### config.mk
export PLATFORM = sky130hd
export DESIGN_NAME = ibex_fetch_align_fifo_flat
export DESIGN_NICKNAME = d
export VERILOG_FILES = /design/src/rtl/ibex_fetch_align_fifo_if.sv /design/src/rtl/ibex_fetch_align_fifo.sv /design/src/flat_wrapper.sv
export SDC_FILE = /design/constraint.sdc
export NUM_CORES = 1
export LEC_CHECK = 0
export BUFFER_PORTS_ARGS = -buffer_cell sky130_fd_sc_hd__buf_2
export CORE_MARGIN = 2
export CORE_UTILIZATION = 55
export CTS_BUF_LIST = sky130_fd_sc_hd__clkbuf_16
export CTS_CLUSTER_DIAMETER = 30
export DETAILED_ROUTE_END_ITERATION = 8
export HOLD_SLACK_MARGIN = 0.1
export PLACE_DENSITY = 0.84
export SYNTH_ARGS = -nofsm -noshare
export SYNTH_HDL_FRONTEND = slang
export SYNTH_SLANG_ARGS = --single-unit
### constraint.sdc
create_clock -name clk_i -period 3.3 [get_ports clk_i]
set_clock_uncertainty 0.2 [all_clocks]
set_input_delay 0.66 -clock clk_i [delete_from_list [all_inputs] [get_ports clk_i]]
set_output_delay 0.66 -clock clk_i [all_outputs]
set_load 0.01 [all_outputs]
### src/rtl/ibex_fetch_align_fifo_if.sv
// Handshake/bus bundle between the prefetch response path, the fetch align FIFO
// and the IF stage.
interface ibex_fetch_align_fifo_if #(
    parameter int unsigned NUM_REQS = 2
);
    logic                clear_i;
    logic [NUM_REQS-1:0] busy_o;
    logic                in_valid_i;
    logic [31:0]         in_addr_i;
    logic [31:0]         in_rdata_i;
    logic                in_err_i;
    logic                out_valid_o;
    logic                out_ready_i;
    logic [31:0]         out_rdata_o;
    logic [31:0]         out_addr_o;
    logic                out_err_o;
    logic                out_err_plus2_o;

    modport slave (
        input  clear_i, in_valid_i, in_addr_i, in_rdata_i, in_err_i, out_ready_i,
        output busy_o, out_valid_o, out_rdata_o, out_addr_o, out_err_o, out_err_plus2_o
    );

    modport master (
        output clear_i, in_valid_i, in_addr_i, in_rdata_i, in_err_i, out_ready_i,
        input  busy_o, out_valid_o, out_rdata_o, out_addr_o, out_err_o, out_err_plus2_o
    );
endinterface

### src/rtl/ibex_fetch_align_fifo.sv
// Fetch-word queue with zero-latency bypass that realigns compressed, aligned and
// straddling instructions for the IF stage and tracks the head PC.
module ibex_fetch_align_fifo #(
    parameter int unsigned NUM_REQS = 2
) (
    input  logic                  clk_i,
    input  logic                  rst_ni,
    ibex_fetch_align_fifo_if.slave bus
);
    localparam int unsigned DEPTH = NUM_REQS + 1;

    logic [31:0]      rdata_q [DEPTH];
    logic [DEPTH-1:0] err_q;
    logic [DEPTH-1:0] valid_q;
    logic [31:0]      pc_q;

    logic [31:0] word0;
    logic [15:0] word1_lo;
    logic        err0, err1, w0_vld, w1_vld;
    logic        aligned, compressed, out_valid, handshake, pop;

    logic [DEPTH:0]   vq_ext, below, ext_vld;
    logic [31:0]      ext_data [DEPTH+1];
    logic [DEPTH:0]   ext_err;
    logic [31:0]      data_d [DEPTH];
    logic [DEPTH-1:0] err_d, valid_d;

    // Empty slots are filled straight from the incoming word so the head can issue in the arrival cycle.
    assign word0    = valid_q[0] ? rdata_q[0] : bus.in_rdata_i;
    assign err0     = valid_q[0] ? err_q[0] : (bus.in_valid_i & bus.in_err_i);
    assign w0_vld   = valid_q[0] | bus.in_valid_i;
    assign word1_lo = valid_q[1] ? rdata_q[1][15:0] : bus.in_rdata_i[15:0];
    assign err1     = valid_q[1] ? err_q[1] : (valid_q[0] & bus.in_valid_i & bus.in_err_i);
    assign w1_vld   = valid_q[1] | (valid_q[0] & bus.in_valid_i);

    assign aligned    = ~pc_q[1];
    assign compressed = aligned ? (word0[1:0] != 2'b11) : (word0[17:16] != 2'b11);

    always_comb begin
        out_valid           = 1'b0;
        bus.out_rdata_o     = word0;
        bus.out_err_o       = err0;
        bus.out_err_plus2_o = 1'b0;
        if (aligned) begin
            out_valid = w0_vld;
        end else begin
            bus.out_rdata_o = {word1_lo, word0[31:16]};
            if (compressed) begin
                out_valid = w0_vld;
            end else begin
                // A faulting first half is reported without waiting for the second word.
                out_valid           = w1_vld | (w0_vld & err0);
                bus.out_err_o       = err0 | err1;
                bus.out_err_plus2_o = ~err0 & err1;
            end
        end
    end

    assign bus.out_valid_o = out_valid;
    assign bus.out_addr_o  = pc_q;
    assign bus.busy_o      = valid_q[DEPTH-1:DEPTH-NUM_REQS];

    assign handshake = out_valid & bus.out_ready_i;
    assign pop       = handshake & ~(aligned & compressed);

    // Stored entries plus the arriving word form a DEPTH+1 view; a pop then shifts it down by one.
    always_comb begin
        vq_ext  = {1'b0, valid_q};
        below   = {valid_q, 1'b1};
        ext_vld = vq_ext | ({(DEPTH+1){bus.in_valid_i}} & below & ~vq_ext);
        for (int k = 0; k < DEPTH; k++) begin
            ext_data[k] = valid_q[k] ? rdata_q[k] : bus.in_rdata_i;
            ext_err[k]  = valid_q[k] ? err_q[k] : bus.in_err_i;
        end
        ext_data[DEPTH] = bus.in_rdata_i;
        ext_err[DEPTH]  = bus.in_err_i;
        for (int k = 0; k < DEPTH; k++) begin
            data_d[k] = pop ? ext_data[k+1] : ext_data[k];
        end
        err_d   = pop ? ext_err[DEPTH:1] : ext_err[DEPTH-1:0];
        valid_d = pop ? ext_vld[DEPTH:1] : ext_vld[DEPTH-1:0];
    end

    always_ff @(posedge clk_i or negedge rst_ni) begin
        if (!rst_ni) begin
            valid_q <= '0;
            pc_q    <= '0;
        end else if (bus.clear_i) begin
            valid_q <= '0;
            pc_q    <= bus.in_addr_i & 32'hFFFF_FFFE;
        end else begin
            valid_q <= valid_d;
            if (handshake) begin
                pc_q <= pc_q + (compressed ? 32'd2 : 32'd4);
            end
        end
    end

    always_ff @(posedge clk_i) begin
        for (int k = 0; k < DEPTH; k++) begin
            rdata_q[k] <= data_d[k];
        end
        err_q <= err_d;
    end

    assert property (@(posedge clk_i) disable iff (!rst_ni)
        !(bus.in_valid_i & (&valid_q) & ~pop & ~bus.clear_i));

endmodule

### src/flat_wrapper.sv
// flat-port wrapper written by rule: the top's interface ports become plain ports
module ibex_fetch_align_fifo_flat 
#(
    parameter int unsigned NUM_REQS = 2
)
  (clk_i, rst_ni, bus_clear_i, bus_in_valid_i, bus_in_addr_i, bus_in_rdata_i, bus_in_err_i, bus_out_ready_i, bus_busy_o, bus_out_valid_o, bus_out_rdata_o, bus_out_addr_o, bus_out_err_o, bus_out_err_plus2_o);
  ibex_fetch_align_fifo_if #(.NUM_REQS(NUM_REQS)) bus_i ();
  input  logic clk_i;
  input  logic rst_ni;
  input wire logic [$bits(bus_i.clear_i)-1:0] bus_clear_i;
  input wire logic [$bits(bus_i.in_valid_i)-1:0] bus_in_valid_i;
  input wire logic [$bits(bus_i.in_addr_i)-1:0] bus_in_addr_i;
  input wire logic [$bits(bus_i.in_rdata_i)-1:0] bus_in_rdata_i;
  input wire logic [$bits(bus_i.in_err_i)-1:0] bus_in_err_i;
  input wire logic [$bits(bus_i.out_ready_i)-1:0] bus_out_ready_i;
  output wire logic [$bits(bus_i.busy_o)-1:0] bus_busy_o;
  output wire logic [$bits(bus_i.out_valid_o)-1:0] bus_out_valid_o;
  output wire logic [$bits(bus_i.out_rdata_o)-1:0] bus_out_rdata_o;
  output wire logic [$bits(bus_i.out_addr_o)-1:0] bus_out_addr_o;
  output wire logic [$bits(bus_i.out_err_o)-1:0] bus_out_err_o;
  output wire logic [$bits(bus_i.out_err_plus2_o)-1:0] bus_out_err_plus2_o;
  assign bus_i.clear_i = bus_clear_i;
  assign bus_i.in_valid_i = bus_in_valid_i;
  assign bus_i.in_addr_i = bus_in_addr_i;
  assign bus_i.in_rdata_i = bus_in_rdata_i;
  assign bus_i.in_err_i = bus_in_err_i;
  assign bus_i.out_ready_i = bus_out_ready_i;
  assign bus_busy_o = bus_i.busy_o;
  assign bus_out_valid_o = bus_i.out_valid_o;
  assign bus_out_rdata_o = bus_i.out_rdata_o;
  assign bus_out_addr_o = bus_i.out_addr_o;
  assign bus_out_err_o = bus_i.out_err_o;
  assign bus_out_err_plus2_o = bus_i.out_err_plus2_o;
  ibex_fetch_align_fifo #(.NUM_REQS(NUM_REQS)) u_core (.clk_i(clk_i), .rst_ni(rst_ni), .bus(bus_i));
endmodule
Yosys cells after proc, flatten, opt, wreduce, memory -nomap -nowiden
Memories as Yosys holds them, arrays and structs flattened.
Index checks and enable logic that the tools add are counted.
{"block": "word_totals", "mem_count": 1, "mem_bits_rw": 96, "output_inout_bits": 69, "ff_bits": 38, "input_bits": 70}
{"name": "u_core.rdata_q", "words": 3, "word_bits": 32, "rd": 3, "rd_clocked_by_memory_dff": 0, "wr": 3, "line_no": "ibex_fetch_align_fifo.sv:12", "source": "logic [31:0] rdata_q [DEPTH];"}
{"block": "classes", "bitwise": 19, "eq_ne": 3, "addsub": 1, "reduce_logical": 1, "muxes": 26}
{"operator": "two-way mux 32 bit", "n": 9}
{"operator": "adder 32 bit", "n": 1}
{"operator": "two-way mux 16 bit", "n": 1}
{"operator": "two-way mux 1 bit", "n": 12}
{"operator": "two-way mux 3 bit", "n": 4}
{"operator": "AND 1 bit", "n": 8}
{"operator": "AND 4 bit", "n": 2}
{"operator": "inequality test 2 bit, second input constant", "n": 3}
{"operator": "NOT 3 -> 4 bit", "n": 1}
{"operator": "OR 1 bit", "n": 4}
{"operator": "OR 3 x 4 -> 4 bit", "n": 1}
{"operator": "NOT 1 bit", "n": 3}
{"operator": "nonzero test 2 bit", "n": 1}

Logic depth before layout (Yosys ltp)
Gate-level depths: netlist of the first run.
{"block": "logic_depth", "word_depth": 10, "mapped_depth": 11, "depth_no_buf": 9}

Worst setup path after synthesis of the first run
Ideal clock, no wire load.
{"block": "synth_path", "kind": "register to register", "start": "register u_core.pc_q[1] (netlist: u_core.bus.out_addr_o[1])", "end": "memory u_core.rdata_q[2][2] (netlist: u_core.rdata_q[0][66])", "stages_incl_launch_ff": 11, "slack_ns": 0.357, "setup_ns": 0.121, "required_time_ns": 2.979, "path_buffers": 5, "t_arrival_ns": 2.621, "synth_period_minus_slack_ns": 2.943, "cell_sequence": "dfrtp_1 > buf_2 > buf_1 > clkbuf_1 > inv_1 > ha_1 > a211oi_4 > nand2b_1 > buf_2 > buf_6 > mux2_4"}
{"element": "start, declared", "line_no": "ibex_fetch_align_fifo.sv:15", "source": "logic [31:0] pc_q;"}
{"element": "start signal, assigned", "line_no": "ibex_fetch_align_fifo.sv:90", "source": "pc_q <= bus.in_addr_i & 32'hFFFF_FFFE;"}
{"element": "start signal, assigned", "line_no": "ibex_fetch_align_fifo.sv:94", "source": "pc_q <= pc_q + (compressed ? 32'd2 : 32'd4);"}
{"element": "end, declared", "line_no": "ibex_fetch_align_fifo.sv:12"}

Worst setup path in the final report of the first run
{"block": "layout_path", "start": "register u_core.valid_q[0]", "end": "output bus_out_err_o"}
{"block": "layout_between", "elab_chain_len": 6}
{"element": "start, declared", "line_no": "ibex_fetch_align_fifo.sv:14", "source": "logic [DEPTH-1:0] valid_q;"}
{"element": "start signal, assigned", "line_no": "ibex_fetch_align_fifo.sv:92", "source": "valid_q <= valid_d;"}
{"element": "AND 1 bit (2 in a row)", "line_no": "ibex_fetch_align_fifo.sv:33", "source": "assign err1 = valid_q[1] ? err_q[1] : (valid_q[0] & bus.in_valid_i & bus.in_err_i);"}
{"element": "two-way mux 1 bit", "line_no": "ibex_fetch_align_fifo.sv:33"}
{"element": "OR 1 bit", "line_no": "ibex_fetch_align_fifo.sv:53", "source": "bus.out_err_o = err0 | err1;"}
{"element": "two-way mux 1 bit", "line_no": "ibex_fetch_align_fifo.sv:48", "source": "if (compressed) begin"}
{"element": "two-way mux 1 bit (*)", "line_no": "ibex_fetch_align_fifo.sv:44", "source": "if (aligned) begin"}
{"element": "end, declared", "line_no": "flat_wrapper.sv:20", "source": "output wire logic [$bits(bus_i.out_err_o)-1:0] bus_out_err_o;"}
Every way passes the cells marked *; elsewhere a longest branch is shown, timed or not.

==> reports/results.tsv, run 1 <==
stage	metric	value	unit
detailed_routing	vias	5624	
worst_setup_path	critPathCaptureType	output pin	
yosys	netlist_top_cells_count	nand2_1 (108), dfxtp_1 (98), nor2_1 (59)	
grt	grt_pass1_vias	5423	
yosys	synth-seq-area-share	42.1	%
finish	nFillCells	887	
yosys	synth_top_area_share	29.0	%
finish	area_delta_synth_final	20.7	%
detailed_routing	drtIter0Drc	508	
clocking	post-cts-setup-buffer-count	0	
grt	grt_antenna_before_repair	1	
power_and_ir_drop	totalPowerFinal	5.13	mW
timing	period_minus_slack	3.05	ns
placed_design	port_buffers	136	
run_status	outcome	finished clean	
power_and_ir_drop	power.leakage	3.58	nW
worst_setup_path	r2r_start	u_core.valid_q[0]	
timing	relSlewSlack	37.1	%
worst_setup_path	r2r_slack	0.32	ns
worst_setup_path	cp-start-kind	flop	
clocking	cts_root_buf	clkbuf_16	
yosys	yosys_register_bits	133	
worst_setup_path	crit_required	2.44	ns
grt	grt_use_total	26.0	%
worst_setup_path	timing.rr.end	u_core.rdata_q[0][89]	
timing	finalSetupViolations	0	
clocking	worstSkewPairLatency	0.42	ns
worst_setup_path	startpoint	u_core.valid_q[0]	
yosys	synth-edff-count	1	
worst_setup_path	path_class	flop to output pin	
die	die_height	115	microns
grt	grt_first_pass_wirelength	26.9	mm
clocking	postCtsHoldBufs	0	
die	coreArea	12000	sq um
clocking	cts_tree	built	
finish	drive_gt1_share	31.7	%
clocking	htreeDepth	4	
clocking	clock-sinks	133	
detailed_routing	routed_wirelength	16.7	mm
finish	antennaDiodeCount	0	
finish	nets	894	
clocking	path_clk_slew	0.06	ns
timing	hold_viol_final	0	
worst_setup_path	reg2regPathDepth	7	
grt	grt_overflow	0	
yosys	synth_top_area_cell	dfxtp_1	
worst_setup_path	worstPathArrival	2.19	ns
yosys	avgSynthCellArea	9.75	sq um
die	die_x	115	microns
timing	drv_slew	0	
detailed_routing	first_pass_iters	6	
yosys	synthFlopType	dfxtp_1	
timing	tns	0	ns
die	die_area	13200	sq um
clocking	clockBufferDepth	2	
detailed_routing	ant_nets	0	
power_and_ir_drop	p_per_area	629	nW/um^2
worst_setup_path	critPathMaxFanout	52	
timing	tightest_slew	0.943	ns
yosys	synth_area_leaders	dfxtp_1 (29%), dfrtp_1 (13%), mux2i_1 (7.0%)	
hold_path	hold_path.class	input port to async pin	
flow_run	maxCapViolCount	0	
die	start_util	56.2	%
detailed_routing	drt-wirelength-per-cell	17.0	microns
worst_setup_path	worstSetupEndpoint	bus_out_err_o	
die	io_pins	139	
yosys	yosysMostFrequentCell	nand2_1	
power_and_ir_drop	vdd_ir_drop_max	0.364	mV
grt	grt_max_degree	64	
placed_design	gp_congestion	0.843	
yosys	syn-num-nets	766	
clocking	numCtsBuffers	17	
die	fp-row-count	40	
detailed_routing	drt_drc_violations_left	0	
yosys	netlist_area	6760	sq um
timing	rsz0062_at_grt	false	
yosys	yosys_warnings	0	
yosys	yosysUniqueCellTypes	58	
detailed_routing	vias_per_cell	5.73	
timing	fmax	0.328	GHz
yosys	synthCells	693	
yosys	async_flop_share	25.6	%
timing	period_share	92.4	%
clocking	cts_resized	0	
placed_design	hpwl	11.4	mm
-- worst max-delay path, stage by stage (launching register included) --
cell and delay (ns):
dfrtp_2 0.44, buf_12 0.33, nand4_1 0.24, a21oi_4 0.28, nor2b_1 0.08, o211ai_1 0.22, buf_2 0.18
-- metrics by stage --
stage          worst slack, ns  instance area (sq um)  util (%)  std cells  hold slack (ns)
5_1_grt                  0.140                   8160      67.9        981            0.161
4_1_cts                  0.237                   8160      67.9        981            0.121
6_report                 0.251                   8160      67.9        981            0.119
2_1_floorplan            0.357                   6760         -        693            0.164
3_5_place_dp             0.104                   7570      63.1        949            0.247
3_3_place_gp             0.174                   7570      63.1        949            0.243
-- placed cells by master, fill, tap and decap left out, types with 3 or more instances in the layout --
cell type and count:
mux2i_1 47, nand4b_1 5, a21oi_1 25, nand3_1 14, nand4_1 8, mux2_1 4
dfxtp_1 98, mux4_2 15, xor2_1 20, mux2_4 29, ha_1 3, a22oi_1 20
o21ai_0 56, clkinv_2 3, o22ai_1 16, mux2_2 19, buf_2 136, and3_1 3
buf_4 20, inv_1 11, xnor2_1 9, dfrtp_1 32, a211oi_1 3, nor2_1 59
nand2_1 108, clkinv_4 3, clkbuf_16 18
-- sequential cells by signal, summed over array words and instances (netlist names) --
register,flops
u_core.err_q,3
u_core.bus.out_addr_o,31
u_core.valid_q,3
u_core.rdata_q,96
-- power by group --
group	leakage, nW	switching, mW	internal [mW]	total, mW
Sequential	1.25	0.179	1.87	2.05
Clock	0.292	0.701	1.15	1.85
Combinational	2.04	0.673	0.558	1.23
-- per-layer routing --
layer  global-route usage [%]  up-vias  wire length [microns]
met5                        0        -                     13
met4                     10.6        2                    337
met3                     5.80       30                    962
met2                     43.9      184                   8270
met1                     32.4     2684                   7130
li1                         -     2724                      -
-- final cells by class --
class | count | area [sq um] | area share [%]
clock buffers | 18 | 450 | 5.52
clock inverters | 14 | 133 | 1.63
inverters | 10 | 37.5 | 0.460
multi-input cells | 502 | 3660 | 44.8
flip-flops and latches | 133 | 2850 | 34.9
well taps | 147 | 184 | 2.25
repair buffers | 157 | 851 | 10.4
-- worst min path at each step --
stage,start,endpoint,depth (start not counted)
floorplan,rst_ni,u_core.bus.out_addr_o[10],0
global placement,u_core.rdata_q[0][64],u_core.rdata_q[0][32],2
detailed placement,u_core.err_q[2],u_core.err_q[1],2
CTS,rst_ni,u_core.bus.out_addr_o[31],1
global route,rst_ni,u_core.bus.out_addr_o[22],1
finish,rst_ni,u_core.bus.out_addr_o[4],1
-- cells by family after synthesis --
family,share of synthesized area (%)
buffers and inverters,3.94
XOR/XNOR,3.76
AND/OR/NAND/NOR,13.8
multiplexers,22.2
flip-flops,42.1
AO/OA/AOI/OAI,13.5
other,0.0555
adder cells (fa/ha/maj),0.556
No activity file was read; power rests on OpenSTA's default activity.
==> run 2, diff against run 1 <==
CORE_ASPECT_RATIO = 1.2   (was default)
==> run 2 against run 1 <==
Setup slack got worse by 0.023 ns. Fmax shrank 0.75%. Global-route usage shrank 0.53 points. Sequential cell count unchanged.
==> reports/results.tsv, run 2 (synthesized netlist as in run 1, its figures left out) <==
stage	metric	value	unit	change
timing	finalWorstSetupSlack	0.228	ns	was 0.251 ns
finish	top_register	u_core.rdata_q		unchanged
detailed_routing	ant_nets	0		unchanged
timing	fmax	0.325	GHz	was 0.328 GHz
grt	grt_overflow	0		unchanged
worst_setup_path	critPathCaptureType	output pin		unchanged
detailed_routing	routed_wirelength	16.4	mm	was 16.7 mm
finish	stdcell_count	992		was 981
finish	area_delta_synth_final	20.1	%	was 20.7%
clocking	clockBufferDepth	2		unchanged
clocking	clock-sinks	133		unchanged
finish	seqCellArea	2850	sq um	unchanged
worst_setup_path	critPathMaxFanout	42		was 52
finish	drive_gt1_share	31.3	%	was 31.7%
power_and_ir_drop	vdd_ir_drop_max	0.460	mV	was 0.364 mV
clocking	cts_tree	built		unchanged
worst_setup_path	crit_required	2.44	ns	about the same
finish	multi_input_area	3660	sq um	unchanged
clocking	cts_root_buf	clkbuf_16		unchanged
clocking	post-cts-setup-buffer-count	0		unchanged
timing	finalSetupViolations	0		unchanged
grt	grt_pass1_vias	5600		was 5423
worst_setup_path	crit_path_top_delay_cell	mux4_2		was dfrtp_2
clocking	worstSkewPairLatency	0.41	ns	was 0.42 ns
die	coreArea	12100	sq um	was 12000 sq um
worst_setup_path	max_stage_delay	0.60	ns	was 0.44 ns
detailed_routing	vias	5633		was 5624
grt	grt_antenna_before_repair	0		was 1
clocking	numCtsBuffers	17		unchanged
placed_design	place_inst	961		was 949
timing	period_share	93.1	%	was 92.4%
finish	largest_register_ff_count	96		unchanged
grt	grt_use_total	25.5	%	was 26.0%
worst_setup_path	worst-path-buf-inv	2		unchanged
clocking	path_clk_slew	0.05	ns	was 0.06 ns
die	start_util	56.0	%	was 56.2%
grt	grt_max_degree	64		unchanged
finish	final_cell_mix	buf_2 (136), nand2_1 (108), dfxtp_1 (98)		unchanged
placed_design	post-place-ws	0.213	ns	was 0.104 ns
grt	grt_first_pass_wirelength	26.9	mm	about the same
hold_path	hold_path.class	input port to async pin		unchanged
worst_setup_path	cpLargestDelayFamily	buffers and inverters		unchanged
worst_setup_path	path_class	flop to output pin		unchanged
worst_setup_path	cp-start-kind	flop		unchanged
placed_design	hpwl	11.1	mm	was 11.4 mm
timing	drv_slew	0		unchanged
die	fp-row-count	44		was 40
timing	rsz0062_at_grt	false		unchanged
finish	antennaDiodeCount	0		unchanged
power_and_ir_drop	p_per_area	612	nW/um^2	was 629 nW/um^2
detailed_routing	drt-wirelength-per-cell	16.5	microns	was 17.0 microns
timing	tightest_slew	0.952	ns	was 0.943 ns
timing	hold_viol_final	0		unchanged
worst_setup_path	worstPathArrival	2.21	ns	was 2.19 ns
timing	tns	0	ns	unchanged
worst_setup_path	crit_path_cell_trace	buf_6 -> mux4_2 -> buf_2		was buf_12 -> nand4_1 -> a21oi_4 -> nor2b_1 -> o211ai_1 -> buf_2
timing	period_minus_slack	3.07	ns	was 3.05 ns
detailed_routing	drt_drc_violations_left	0		unchanged
flow_run	maxCapViolCount	0		unchanged
die	io_pins	139		unchanged
power_and_ir_drop	power.leakage	3.56	nW	was 3.58 nW
detailed_routing	drtIter0Drc	386		was 508
finish	nFillCells	958		was 887
placed_design	gp_congestion	0.813		was 0.843
die	die_area	13200	sq um	about the same
die	die_height	125	microns	was 115 microns
detailed_routing	vias_per_cell	5.68		was 5.73
clocking	htreeDepth	4		unchanged
finish	nets	892		was 894
finish	post-route-util	67.3	%	was 67.9%
placed_design	port_buffers	136		unchanged
detailed_routing	first_pass_iters	4		was 6
run_status	outcome	finished clean		unchanged
die	die_x	105	microns	was 115 microns
timing	relSlewSlack	36.5	%	was 37.1%
finish	layout_commonest_cell	buf_2		unchanged
run 2: changes by cell type in the layout (fill, tap and decap cells not counted):
cell	before	now
buf_4	20	17
inv_1	11	14
bufinv_16	2	0
clkinv_2	3	5
clkinv_4	3	1
clkinv_1	2	0
clkbuf_16	18	19
buf_6	0	1
inv_4	2	1
run 2: final timing paths:
| check | startpoint | end | slack, ns | depth (start not counted) |
|---|---|---|---|---|
| max in group asynchronous | rst_ni | u_core.valid_q[0] | 2.23 | 1 |
| min in group clk_i | bus_in_addr_i[1] | u_core.bus.out_addr_o[1] | 0.26 | 3 |
| setup reg to reg | u_core.valid_q[0] | u_core.bus.out_addr_o[7] | 0.33 | 9 |
| hold / removal | rst_ni | u_core.bus.out_addr_o[13] | 0.13 | 1 |
| hold reg to reg | u_core.rdata_q[0][65] | u_core.rdata_q[0][33] | 0.26 | 2 |
| setup / recovery | u_core.valid_q[0] | bus_out_rdata_o[4] | 0.23 | 3 |
run 2: area by class of cell:
cell class,count,share of cell area (%)
multi-input cells,502,45.0
flip-flops and latches,133,35.0
repair buffers,155,10.3
clock buffers,19,5.86
well taps,161,2.48
clock inverters,12,0.771
inverters,10,0.462
run 2: timing repair:
action	in CTS	in global routing
gates resized for setup	0	1
endpoints found under the hold margin	0	0
hold buffers	0	0
endpoints found under the setup margin	0	13
run 2: report_power, final:
part           internal (mW)  total (mW)  switching (mW)
Clock                   1.03        1.69           0.666
Combinational          0.554        1.22           0.667
Sequential              1.87        2.06           0.183
Total                   3.45        4.97            1.52
run 2: worst reg2reg max path: stages (launching register included):
cell,delay [ns]
dfrtp_2,0.55
mux4_2,0.61
nand2_1,0.15
ha_1,0.20
ha_1,0.17
a31oi_2,0.08
a211oi_2,0.43
nand2_1,0.14
xor2_1,0.16
o21ai_0,0.11
run 2: metal layers:
metal / vias up / global-route usage [%] / share of wire, %
met3: 43 / 6.73 / 5.3
met5: - / 0 / 0
met4: 0 / 11.1 / 2.8
met2: 197 / 42.8 / 49
met1: 2679 / 30.6 / 42
li1: 2714 / - / -
run 2: metrics by stage:
step	hold slack (ns)	instance area [sq um]	total power, mW
2_1_floorplan	0.164	6760	2.87
3_3_place_gp	0.236	7580	3.25
3_5_place_dp	0.251	7580	3.29
4_1_cts	0.132	8110	4.98
5_1_grt	0.177	8120	5.21
6_report	0.128	8120	4.97
